## config.mk

```make
export PLATFORM = sky130hd
export DESIGN_NAME = vga_sync_gen
export DESIGN_NICKNAME = d
export VERILOG_FILES = /design/src/rtl/vga_pkg.sv /design/src/rtl/vga_sync_gen_pixel_tick.sv /design/src/rtl/vga_sync_gen.sv
export SDC_FILE = /design/constraint.sdc
export NUM_CORES = 1
export LEC_CHECK = 0
export CORE_ASPECT_RATIO = 2
export CORE_UTILIZATION = 40
export CTS_CLUSTER_SIZE = 12
export DETAILED_ROUTE_END_ITERATION = 16
export PLACE_DENSITY = 0.67
export SETUP_SLACK_MARGIN = 0.05
export SYNTH_ARGS = -nofsm -noshare
export SYNTH_HDL_FRONTEND = slang
export SYNTH_SLANG_ARGS = --single-unit
```

## constraint.sdc

```tcl
create_clock -name clk_i -period 2.13 [get_ports clk_i]
set_input_delay 0.213 -clock clk_i [delete_from_list [all_inputs] [get_ports clk_i]]
set_output_delay 0.213 -clock clk_i [all_outputs]
set_load 0.02 [all_outputs]
```

## src/rtl/vga_pkg.sv

```systemverilog
// Shared VGA 640x480 timing defaults, derived totals, sync window bounds and sync polarity.
package vga_pkg;

  localparam int H_DISPLAY_DEF = 640;
  localparam int H_FP_DEF      = 16;
  localparam int H_SYNC_DEF    = 96;
  localparam int H_BP_DEF      = 48;
  localparam int V_DISPLAY_DEF = 480;
  localparam int V_FP_DEF      = 10;
  localparam int V_SYNC_DEF    = 2;
  localparam int V_BP_DEF      = 33;

  localparam int H_TOTAL_DEF = H_DISPLAY_DEF + H_FP_DEF + H_SYNC_DEF + H_BP_DEF;
  localparam int V_TOTAL_DEF = V_DISPLAY_DEF + V_FP_DEF + V_SYNC_DEF + V_BP_DEF;

  localparam int H_SYNC_START_DEF = H_DISPLAY_DEF + H_FP_DEF;
  localparam int H_SYNC_END_DEF   = H_SYNC_START_DEF + H_SYNC_DEF - 1;
  localparam int V_SYNC_START_DEF = V_DISPLAY_DEF + V_FP_DEF;
  localparam int V_SYNC_END_DEF   = V_SYNC_START_DEF + V_SYNC_DEF - 1;

  localparam int   CNT_W       = 10;
  localparam logic SYNC_ACTIVE = 1'b0;

  function automatic logic sync_level(input logic [CNT_W-1:0] cnt,
                                      input logic [CNT_W-1:0] first,
                                      input logic [CNT_W-1:0] last);
    return (cnt >= first && cnt <= last) ? SYNC_ACTIVE : ~SYNC_ACTIVE;
  endfunction

endpackage

```

## src/rtl/vga_sync_gen_pixel_tick.sv

```systemverilog
// Clock divider producing a one-clk pixel-advance strobe every CLK_DIV system clocks.
module vga_pixel_tick
  import vga_pkg::*;
#(
  parameter int CLK_DIV = 2
) (
  input  logic clk_i,
  input  logic rst_i,
  output logic p_tick_o
);

  localparam int            W    = (CLK_DIV > 1) ? $clog2(CLK_DIV) : 1;
  localparam logic [W-1:0]  LAST = W'(CLK_DIV - 1);

  if (CLK_DIV < 1 || CLK_DIV > 16) begin : g_bad_div
    $error("vga_pixel_tick: CLK_DIV must be in 1..16");
  end

  logic [W-1:0] div_q, div_d;

  // With CLK_DIV=1 the counter sits at 0 == LAST, so the strobe is permanently high.
  assign p_tick_o = (div_q == LAST);

  always_comb begin
    div_d = div_q + W'(1);
    if (p_tick_o) div_d = '0;
  end

  always_ff @(posedge clk_i or posedge rst_i) begin
    if (rst_i) div_q <= '0;
    else       div_q <= div_d;
  end

endmodule

```

## src/rtl/vga_sync_gen.sv

```systemverilog
// VGA raster timing: pixel/line counters, sync decode, blanking and colour path.
// Define VGA_SYNC_RGB_REG_EN to register rgb and add a matching sync stage at the pins.
module vga_sync_gen
  import vga_pkg::*;
#(
  parameter int CLK_DIV   = 2,
  parameter int H_DISPLAY = H_DISPLAY_DEF,
  parameter int H_FP      = H_FP_DEF,
  parameter int H_SYNC    = H_SYNC_DEF,
  parameter int H_BP      = H_BP_DEF,
  parameter int V_DISPLAY = V_DISPLAY_DEF,
  parameter int V_FP      = V_FP_DEF,
  parameter int V_SYNC    = V_SYNC_DEF,
  parameter int V_BP      = V_BP_DEF
) (
  input  logic       clk_i,
  input  logic       rst_i,
  input  logic [2:0] rgb_in_i,
  output logic       p_tick_o,
  output logic [9:0] pix_x_o,
  output logic [9:0] pix_y_o,
  output logic       video_on_o,
  output logic       frame_tick_o,
  output logic       hsync_o,
  output logic       vsync_o,
  output logic [2:0] rgb_o
);

  localparam int H_TOTAL = H_DISPLAY + H_FP + H_SYNC + H_BP;
  localparam int V_TOTAL = V_DISPLAY + V_FP + V_SYNC + V_BP;

  if (H_TOTAL > 1024 || V_TOTAL > 1024) begin : g_bad_total
    $error("vga_sync_gen: H_TOTAL and V_TOTAL must not exceed 1024");
  end

  localparam logic [CNT_W-1:0] H_MAX    = CNT_W'(H_TOTAL - 1);
  localparam logic [CNT_W-1:0] V_MAX    = CNT_W'(V_TOTAL - 1);
  localparam logic [CNT_W-1:0] H_DISP   = CNT_W'(H_DISPLAY);
  localparam logic [CNT_W-1:0] V_DISP   = CNT_W'(V_DISPLAY);
  localparam logic [CNT_W-1:0] HS_FIRST = CNT_W'(H_DISPLAY + H_FP);
  localparam logic [CNT_W-1:0] HS_LAST  = CNT_W'(H_DISPLAY + H_FP + H_SYNC - 1);
  localparam logic [CNT_W-1:0] VS_FIRST = CNT_W'(V_DISPLAY + V_FP);
  localparam logic [CNT_W-1:0] VS_LAST  = CNT_W'(V_DISPLAY + V_FP + V_SYNC - 1);

  logic             p_tick;
  logic [CNT_W-1:0] h_q, h_d, v_q, v_d;
  logic             hs_q, hs_d, vs_q, vs_d;
  logic             frame_q, frame_d;
  logic             video_on;
  logic [2:0]       rgb_blank;

  vga_pixel_tick #(.CLK_DIV(CLK_DIV)) u_pixel_tick (
    .clk_i    (clk_i),
    .rst_i    (rst_i),
    .p_tick_o (p_tick)
  );

  always_comb begin
    h_d     = h_q;
    v_d     = v_q;
    frame_d = 1'b0;
    if (p_tick) begin
      if (h_q == H_MAX) begin
        h_d = '0;
        if (v_q == V_MAX) begin
          v_d     = '0;
          frame_d = 1'b1;
        end else begin
          v_d = v_q + CNT_W'(1);
        end
      end else begin
        h_d = h_q + CNT_W'(1);
      end
    end
    // Decoding the next counts lets the sync flops switch on the same edge as the counters.
    hs_d = sync_level(h_d, HS_FIRST, HS_LAST);
    vs_d = sync_level(v_d, VS_FIRST, VS_LAST);
  end

  always_ff @(posedge clk_i or posedge rst_i) begin
    if (rst_i) begin
      h_q     <= '0;
      v_q     <= '0;
      hs_q    <= ~SYNC_ACTIVE;
      vs_q    <= ~SYNC_ACTIVE;
      frame_q <= 1'b0;
    end else begin
      h_q     <= h_d;
      v_q     <= v_d;
      hs_q    <= hs_d;
      vs_q    <= vs_d;
      frame_q <= frame_d;
    end
  end

  assign video_on  = (h_q < H_DISP) && (v_q < V_DISP);
  assign rgb_blank = video_on ? rgb_in_i : 3'b000;

  assign p_tick_o     = p_tick;
  assign pix_x_o      = h_q;
  assign pix_y_o      = v_q;
  assign video_on_o   = video_on;
  assign frame_tick_o = frame_q;

`ifdef VGA_SYNC_RGB_REG_EN
  logic [2:0] rgb_q;
  logic       hs_pin_q, vs_pin_q;

  // Colour for the pixel just left is captured on the tick; syncs get the same one-tick delay.
  always_ff @(posedge clk_i or posedge rst_i) begin
    if (rst_i) begin
      rgb_q    <= 3'b000;
      hs_pin_q <= ~SYNC_ACTIVE;
      vs_pin_q <= ~SYNC_ACTIVE;
    end else if (p_tick) begin
      rgb_q    <= rgb_blank;
      hs_pin_q <= hs_q;
      vs_pin_q <= vs_q;
    end
  end

  assign rgb_o   = rgb_q;
  assign hsync_o = hs_pin_q;
  assign vsync_o = vs_pin_q;
`else
  assign rgb_o   = rgb_blank;
  assign hsync_o = hs_q;
  assign vsync_o = vs_q;
`endif

endmodule

```

==> metrics.md, run 1 <==
| Metric | Value |
|---|---|
| Clock buffer count from CTS | 3 |
| Avg Cell Area, Syn | 10.1 um2 |
| Final Skew | 2.92 ps |
| Final Hold Vio Count | 0 |
| Worst-Skew Late Latency | ~260 ps |
| Die Width | 42.7 um |
| Mux cell area share after synthesis | 0.0245 |
| Hold buffers post-CTS | 0 |
| Async SR Flop Fraction | 1.00 |
| Max VDD drop | 0.000492 V |
| Post-Route Setup TNS | 0 ps |
| RSZ-0062 raised after global routing | true |
| CTS Root Cell | clkbuf_8 |
| Number of iterations in the first detailed-routing pass | 4 |
| Remaining global-route overflow | 0 |
| Worst hold path type | in -> async |
| CP Data Required Time | 2310 ps |
| Commonest non-fill, non-tap cell in the layout | clkdlybuf4s50_1 |
| Dpl cells | 196 |
| Post-DP HPWL | 2100 um |
| Number of vias per cell | 5.66 |
| Commonest cells after routing, fill and taps aside | clkdlybuf4s50_1, dfrtp_1, xnor2_1, nand2_1, buf_4 |
| DP Area | roughly 0.0017 mm2 |
| Clock buffer depth | 2 |
| Fin area | 0.00177 mm2 |
| First-pass GRT wire length | 4840 um |
| Netlist cell types | 44 |
| I/O Pins | 33 |
| Die ar. | 0.00356 mm2 |
| Max transition margin | 0.755 |
| Clock transition at the registers of the reported paths | 80 ps |
| Simple-Gate Fraction of Synth Area | 0.281 |
| Die Ht | 83.4 um |
| Final Wtd Congestion | 0.903 |
| Antenna violations before repair | 0 |
| Core area | between 0.003 and 0.004 mm2 |
| Starting Density | 0.420 |
| Hold_ws | between 200 and 300 ps |
| Initial DRC count | 27 |
| Synthesized cell area | roughly 0.0013 mm2 |
| Final min period | between 1500 and 2000 ps |
| Synth Area in Compound Gates | 0.0802 |
| Number of remaining DRC errors | 0 |
| Post-synth EDFFs | 0 |
| CP endpoint kind | register |
| Register bit total from synthesis | 24 |
| Place WS | roughly 130 ps |
| CTS tree | done |
| Leakage power | approximately 0.74 nW |
| IO buf count | 32 |
| Vias in the first global route | 1077 |
| Total GRT Usage | 0.170 |
| Vias | about 1.1k |
| Detail Route Antenna Nets | 0 |
| P per Cell Area | 443 mW/mm2 |
| Crit Path Category | reg -> reg |
| Drt total wl | 2880 um |
| Final critical-path share of the clock period | 0.883 |
| Clk sink count | 24 |
| PnR worst setup slack | 249 ps |
| Max-slew violation count | 0 |
| WP data arrival | approximately 2000 ps |
| Outcome | finished clean |
| # rows | 29 |
| Post-CTS setup buffer count | 0 |
| Syn. warnings | 0 |
| Final nets | 178 |
| Ant. Diodes | 0 |
| Largest family of logic cells by synthesized area | simple AND/OR/NAND/NOR gates |
| Max Freq | 532 MHz |
| Post-synthesis sequential area ratio | 0.455 |
| Largest net degree at the start of global routing | 25 |
| XOR/XNOR Fraction of Synth Area | 0.0858 |
| Finished Layout Cells | 200 |
| Share of post-route cells with drive strength above 1 | 0.166 |
| Crit-path max FO | 14 |
| Gate Count Post-Synth | 131 |
| Setup-failing EPs final | 0 |
| H-tree level count | 1 |
| Max-cap violations | 0 |
| Synth Net Count | 139 |
| CP Launch Type | register |
| Routed wire per std cell | 14.4 um |
| Slew @ Worst Pin | 358 ps |
| Layout area overhead | 33.7% |
| Main synth FF type | dfrtp_1 |
| Synth Area in Adders | 0.0283 |
[synthesized netlist by cell type (2+ instances only)]
cell,instances,area share
a31oi_1,2,0.0094
xnor2_1,11,0.073
dfrtp_1,22,0.42
nor3_1,3,0.011
nor2_1,7,0.020
inv_1,6,0.017
nand2b_1,2,0.0094
buf_2,3,0.011
nand4_1,7,0.033
and3_1,3,0.014
nor4_1,2,0.0094
and2_1,4,0.019
nand3_1,6,0.023
o21ai_0,7,0.026
xor2_1,2,0.013
ha_1,3,0.028
mux2_2,2,0.017
nand2_1,9,0.025
a21oi_1,4,0.015
dfstp_2,2,0.040
[cell type report]
type / count / area, um2
repair buffers: 40 / 379
clock buffers: 4 / 55.1
fillers: 292 / 1380
flip-flops and latches: 24 / 603
inverters: 6 / 22.5
well taps: 31 / 38.8
multi-input cells: 95 / 674
[metrics by stage]
stage           util  power, mW
6_report       0.562      0.785
5_1_grt        0.562      0.814
4_1_cts        0.559      0.799
3_5_place_dp   0.541      0.494
3_3_place_gp   0.541      0.494
2_1_floorplan      -      0.477
[registers in the layout (all words and copies together) (netlist names)]
register,count
pix_y_o,10
hsync_o,1
vsync_o,1
u_pixel_tick.p_tick_o,1
frame_tick_o,1
pix_x_o,10
[cell families after synthesis]
group,after synthesis
buf+inv,12
compound gates,18
fa+ha+maj,3
flops,24
mux,3
xor+xnor,13
simple gates,58
[report_power, final]
part           total, mW  internal [mW]  leakage [nW]  switching [mW]
Sequential         0.455          0.455         0.314               0
Clock              0.304          0.165        0.0288           0.139
Combinational     0.0264         0.0117         0.394          0.0147
[path summary, 6_finish.rpt]
kind,start,endpoint,slack [ps],cells after the start
setup reg to reg,pix_x_o[0],vsync_o,250,7
hold reg to reg,pix_x_o[2],pix_x_o[2],550,1
setup / recovery,pix_x_o[0],vsync_o,250,7
min in group clk_i,pix_x_o[2],pix_x_o[2],550,1
max in group asynchronous,rst_i,vsync_o,1560,3
hold / removal,rst_i,pix_x_o[5],290,3
[layer usage]
| metal | up-vias | global-route usage | wire, um |
|---|---|---|---|
| met2 | 35 | 0.273 | 1520 |
| li1 | 541 | - | - |
| met4 | 0 | 0.0739 | 57 |
| met1 | 549 | 0.225 | 1210 |
| met3 | 6 | 0.0196 | 93 |
| met5 | - | 0 | 0 |
[worst max-delay path, stage by stage (launching register included)]
cell and delay (ps):
dfrtp_1 420, ha_1 220, nand3_2 100, nor4_2 320, buf_4 250, nand4_1 140, xnor2_1 240, nand4bb_1 120
[repair_timing]
action | 4_1_cts | 5_1_grt
endpoints found under the setup margin | 4 | 2
gates resized for setup | 4 | 2
hold endpoints to repair | 0 | 0
No activity file was read; power rests on OpenSTA's default activity.
==> inputs of run 2 (changes only) <==
Settings changed: ABC_AREA set to 1, CORE_MARGIN set to 2, SLEW_MARGIN set to 20.
==> metrics.md, run 2 <==
| Metric | Value |
|---|---|
| Crit path cell chain | nand2_1 -> nor2_1 -> nor2_1 -> clkdlybuf4s50_1 |
| CTS tree | done |
| First-pass GRT wire length | 5600 um (+16%) |
| DP Area | 0.00175 mm2 (+2.6%) |
| Synthesized cell area | 0.00137 mm2 (+3.6%) |
| Crit Path Category | reg -> out |
| Detail Route Antenna Nets | 0 (unchanged) |
| Ant. Diodes | 0 (unchanged) |
| Die ar. | 0.00395 mm2 (+11%) |
| Slew @ Worst Pin | 304 ps (-53.4 ps) |
| # rows | 30 (+3.4%) |
| R2r startpoint | pix_x_o[1] |
| P per Cell Area | 437 mW/mm2 (-1.4%) |
| FF-to-FF End | vsync_o |
| Number of remaining DRC errors | 0 (unchanged) |
| Worst stage delay on the critical path | 620 ps (+200 ps) |
| Number of iterations in the first detailed-routing pass | 4 (unchanged) |
| Worst hold path type | in -> async |
| Hold buffers post-CTS | 0 (unchanged) |
| Vias | 1307 (+16%) |
| Drt total wl | 3380 um (+17%) |
| Starting Density | 0.411 (-0.00890) |
| Clock buffer count from CTS | 3 (unchanged) |
| Gate Count Post-Synth | 196 (+50%) |
| Layout area overhead | 32.5% |
| Final Wtd Congestion | 0.827 (-8.4%) |
| Routed wire per std cell | 12.7 um (-12%) |
| CP Data Required Time | 1920 ps (-390 ps) |
| Post-Route Setup TNS | 0 ps (unchanged) |
| Die Width | 45.4 um (+6.4%) |
| Core area | 0.00334 mm2 (+5.8%) |
| Fin util | 0.545 (-0.0167) |
| Most frequent CP cell | nor2_1 |
| Main synth FF type | dfrtp_1 |
| Fin area | 0.00182 mm2 (+2.7%) |
| Final critical-path share of the clock period | 0.883 (about the same) |
| Largest area contributor in the netlist | dfrtp_1 |
| Clk sink count | 24 (unchanged) |
| Max Freq | 531 MHz (about the same) |
| Vias in the first global route | 1255 (+17%) |
| Outcome | finished clean |
| Post-DP HPWL | 2760 um (+31%) |
| Antenna violations before repair | 0 (unchanged) |
| CP Launch Type | register |
| CP max stage cell | clkdlybuf4s50_1 |
| Commonest cells after routing, fill and taps aside | nand2_1, inv_1, clkdlybuf4s50_1, nor2_1, nand3_1 |
| Post-CTS setup buffer count | 0 (unchanged) |
| PnR worst setup slack | 248 ps (-0.299 ps) |
| Worst-Skew Late Latency | 270 ps (about the same) |
| Final min period | 1880 ps (+0.299 ps) |
| Async SR Flop Fraction | 1.00 (unchanged) |
| Final nets | 243 (+37%) |
| Clock buffer depth | 2 (unchanged) |
| FF-to-FF path depth | 12 (+5) |
| Total GRT Usage | 0.195 (+0.0251) |
| Remaining global-route overflow | 0 (unchanged) |
| RSZ-0062 raised after global routing | false |
| Final Hold Vio Count | 0 (unchanged) |
| Place WS | 222 ps (+94.5 ps) |
| Max VDD drop | 0.000285 V (-42%) |
| Register bit total from synthesis | 24 (unchanged) |
| Setup-failing EPs final | 0 (unchanged) |
| Leakage power | 1.00 nW (+36%) |
| Max-slew violation count | 0 (unchanged) |
| Number of vias per cell | 4.91 (-13%) |
| Max-cap violations | 0 (unchanged) |
| Max transition margin | 0.797 (+0.0417) |
| WP data arrival | 1670 ps (-390 ps) |
| Synth top area share | 0.401 (-0.0144) |
| Syn. warnings | 0 (unchanged) |
| Post-synth top cells | nand2_1, inv_1, nor2_1 |
| Crit-path max FO | 6 (-8) |
| I/O Pins | 33 (unchanged) |
| Synth area leaders | dfrtp_1, nand2_1, inv_1 |
| Commonest non-fill, non-tap cell in the layout | nand2_1 |
| Final Skew | 2.56 ps (-0.356 ps) |
| Post-synth EDFFs | 0 (unchanged) |
| Share of post-route cells with drive strength above 1 | 0.0684 (-0.0973) |
| CP endpoint kind | primary output |
| IO buf count | 32 (unchanged) |
| Synth Net Count | 204 (+47%) |
| Largest net degree at the start of global routing | 25 (unchanged) |
| Clock transition at the registers of the reported paths | 80 ps (about the same) |
| Netlist cell types | 20 (-55%) |
| H-tree level count | 1 (unchanged) |
| Count leader, synth | nand2_1 |
| Post-synthesis sequential area ratio | 0.439 (-0.0157) |
| CTS Root Cell | clkbuf_8 |
| R2R setup slack | 360 ps (+110 ps) |
| Post_cts resized | 0 (-4) |
| Initial DRC count | 21 (-22%) |
| Avg Cell Area, Syn | 7.01 um2 (-31%) |
| Die Ht | 86.9 um (+4.1%) |
| Hold_ws | 275 ps (-13.2 ps) |
run 2: area by class of cell:
cell class,instances,area (um2)
multi-input cells,129,614
flip-flops and latches,24,603
clock buffers,4,55.1
fillers,334,1520
well taps,32,40.0
inverters,42,158
repair buffers,35,350
run 2: worst max path at each step:
stage / cells after the start / slack (ps) / end / start
after detailed placement: 10 / 220 / vsync_o / pix_x_o[1]
after floorplan: 10 / 400 / vsync_o / pix_x_o[1]
after global placement: 10 / 310 / vsync_o / pix_x_o[1]
after CTS: 6 / 60 / rgb_o[1] / pix_y_o[5]
final: 4 / 250 / video_on_o / pix_y_o[5]
after global routing: 12 / 80 / vsync_o / pix_x_o[1]
run 2: worst max-delay path, delay by kind of cell, from the launching register on:
kind	cells	cell delay, ps
buffers and inverters	1	620
flip-flops	1	460
AND/OR/NAND/NOR	3	310
run 2: kinds of logic after synthesis:
kind of cell    synth area share
simple gates               0.361
buf+inv                    0.117
flops                      0.439
compound gates            0.0364
xor+xnor                  0.0191
fa+ha+maj                 0.0273
run 2: routing by layer:
| layer | part of all wire | global-route usage |
|---|---|---|
| met1 | 0.37 | 0.207 |
| met3 | 0.031 | 0.0332 |
| met2 | 0.57 | 0.344 |
| met5 | 0 | 0 |
| met4 | 0.033 | 0.102 |
run 2: metrics by stage:
stage / total power [mW] / cells
floorplan: 0.477 / 196
global placement: 0.495 / 262
detailed placement: 0.495 / 262
CTS: 0.808 / 266
global route: 0.829 / 266
finish: 0.795 / 266
run 2: power by group:
group          switching [mW]  leakage [nW]  internal (mW)  total, mW
sequential                  0         0.314          0.455      0.455
combinational          0.0156         0.661         0.0130     0.0286
clock                   0.146        0.0288          0.165      0.311
total                   0.162          1.00          0.634      0.795
==> inputs of run 3 (changes only) <==
Settings changed: CORE_ASPECT_RATIO 2 to unset, SLEW_MARGIN 20 to unset.
==> metrics.md, run 3 (synthesis results as in run 2) <==
| Metric | Value |
|---|---|
| Outcome | finished clean |
| Largest net degree at the start of global routing | 25 (unchanged) |
| Number of remaining DRC errors | 0 (unchanged) |
| WP buf/inv | 1 (unchanged) |
| WP data arrival | 1740 ps (+70 ps) |
| P per Cell Area | 402 mW/mm2 (-7.9%) |
| Max VDD drop | 0.000254 V (-11%) |
| Clk sink count | 24 (unchanged) |
| Max transition margin | 0.792 (-0.00566) |
| CTS tree | done |
| PnR worst setup slack | 182 ps (-66.5 ps) |
| Final nets | 243 (unchanged) |
| Antenna violations before repair | 0 (unchanged) |
| Die Ht | 62.6 um (-28%) |
| Delay-heaviest family, CP | buffers and inverters |
| First-pass GRT wire length | 5440 um (-2.8%) |
| Max Freq | 513 MHz (-3.4%) |
| Vias | 1294 (-0.99%) |
| Share of post-route cells with drive strength above 1 | 0.0684 (unchanged) |
| Total GRT Usage | 0.173 (-0.0219) |
| Slew @ Worst Pin | 311 ps (+6.79 ps) |
| Drt total wl | 3010 um (-11%) |
| CP endpoint kind | primary output |
| Core area | 0.00331 mm2 (-0.90%) |
| I/O Pins | 33 (unchanged) |
| Final min period | 1950 ps (+66.5 ps) |
| Number of iterations in the first detailed-routing pass | 4 (unchanged) |
| Final Wtd Congestion | 0.835 (+0.97%) |
| Vias in the first global route | 1213 (-3.3%) |
| Fin util | 0.546 (+0.00116) |
| H-tree level count | 1 (unchanged) |
| Initial DRC count | 50 (+140%) |
| IO buf count | 32 (unchanged) |
| Max-cap violations | 0 (unchanged) |
| Post-Route Setup TNS | 0 ps (unchanged) |
| Final critical-path share of the clock period | 0.915 (+0.0312) |
| Commonest non-fill, non-tap cell in the layout | nand2_1 |
| CTS Root Cell | clkbuf_4 |
| CP max stage cell | clkdlybuf4s50_1 |
| Max-slew violation count | 0 (unchanged) |
| Starting Density | 0.415 (+0.00373) |
| Die Width | 62.6 um (+38%) |
| Ant. Diodes | 0 (unchanged) |
| Place WS | 263 ps (+40.7 ps) |
| CP Launch Type | register |
| Clock buffer depth | 2 (unchanged) |
| CP Data Required Time | 1920 ps (about the same) |
| Clock buffer count from CTS | 3 (unchanged) |
| Crit Path Category | reg -> out |
| Post-DP HPWL | 2340 um (-15%) |
| Routed wire per std cell | 10.8 um (-15%) |
| Detail Route Antenna Nets | 0 (unchanged) |
| RSZ-0062 raised after global routing | false |
| Commonest cells after routing, fill and taps aside | nand2_1, inv_1, clkdlybuf4s50_1, nor2_1, nand3_1 |
| Remaining global-route overflow | 0 (unchanged) |
| Worst hold path type | in -> async |
| Die ar. | 0.00392 mm2 (-0.72%) |
| Crit-path max FO | 6 (unchanged) |
| Layout area overhead | 31.6% |
| Setup-failing EPs final | 0 (unchanged) |
| Final Skew | 7.27 ps (+4.71 ps) |
| Crit path cell chain | nand2_1 -> nor2_1 -> nor2_1 -> clkdlybuf4s50_1 |
| Leakage power | 0.972 nW (-3.1%) |
| Number of vias per cell | 4.62 (-5.9%) |
| Final Hold Vio Count | 0 (unchanged) |
| Most frequent CP cell | nor2_1 |
| Worst stage delay on the critical path | 630 ps (about the same) |
| Worst-Skew Late Latency | 320 ps (+50 ps) |
| Clock transition at the registers of the reported paths | 130 ps (+50 ps) |
| # rows | 21 (-30%) |
-- run 3: final timing paths --
kind	from	depth (start not counted)	to	slack, ps
min in group clk_i	u_pixel_tick.p_tick_o	1	u_pixel_tick.p_tick_o	510
min	rst_i	3	frame_tick_o	210
max reg2reg	pix_x_o[1]	12	vsync_o	370
min reg2reg	u_pixel_tick.p_tick_o	1	u_pixel_tick.p_tick_o	510
max	pix_y_o[5]	4	video_on_o	180
max in group asynchronous	rst_i	3	hsync_o	1630
-- run 3: through the flow --
| stage | area [um2] | power (mW) | hold slack, ps | instances |
|---|---|---|---|---|
| 6_report | 1810 | 0.727 | 210 | 280 |
| 5_1_grt | 1810 | 0.762 | 246 | 280 |
| 4_1_cts | 1800 | 0.735 | 223 | 280 |
| 3_5_place_dp | 1770 | 0.495 | 485 | 276 |
| 3_3_place_gp | 1770 | 0.494 | 487 | 276 |
| 2_1_floorplan | 1370 | 0.477 | 226 | 196 |
-- run 3: report_power, final --
part	leakage [nW]	internal (mW)	switching, mW
combinational	0.637	0.0115	0.0154
clock	0.0210	0.105	0.140
sequential	0.314	0.456	0
-- run 3: cell type report --
type / instances / area (um2)
clock buffer: 4 / 36.3
fill: 339 / 1500
inverter: 42 / 158
multi-input combinational: 129 / 614
sequential: 24 / 603
tap: 46 / 57.6
timing repair buffer: 35 / 339
-- run 3: per-layer routing --
layer	global-route usage	up-vias	part of all wire
met5	0	-	0
met4	0.0750	0	0.020
met3	0.0324	5	0.047
met2	0.265	32	0.43
met1	0.241	575	0.50
li1	-	682	-
-- run 3: worst min-delay path: stages --
cell,delay (ps)
clkdlybuf4s50_1,400
inv_1,50
buf_4,290
-- run 3: timing repair --
| action | CTS | global route |
|---|---|---|
| hold buffers | 0 | 0 |
| setup endpoints to repair | 3 | 1 |
| setup buffers | 0 | 0 |
| resized for setup | 3 | 1 |
| hold endpoints to repair | 0 | 0 |
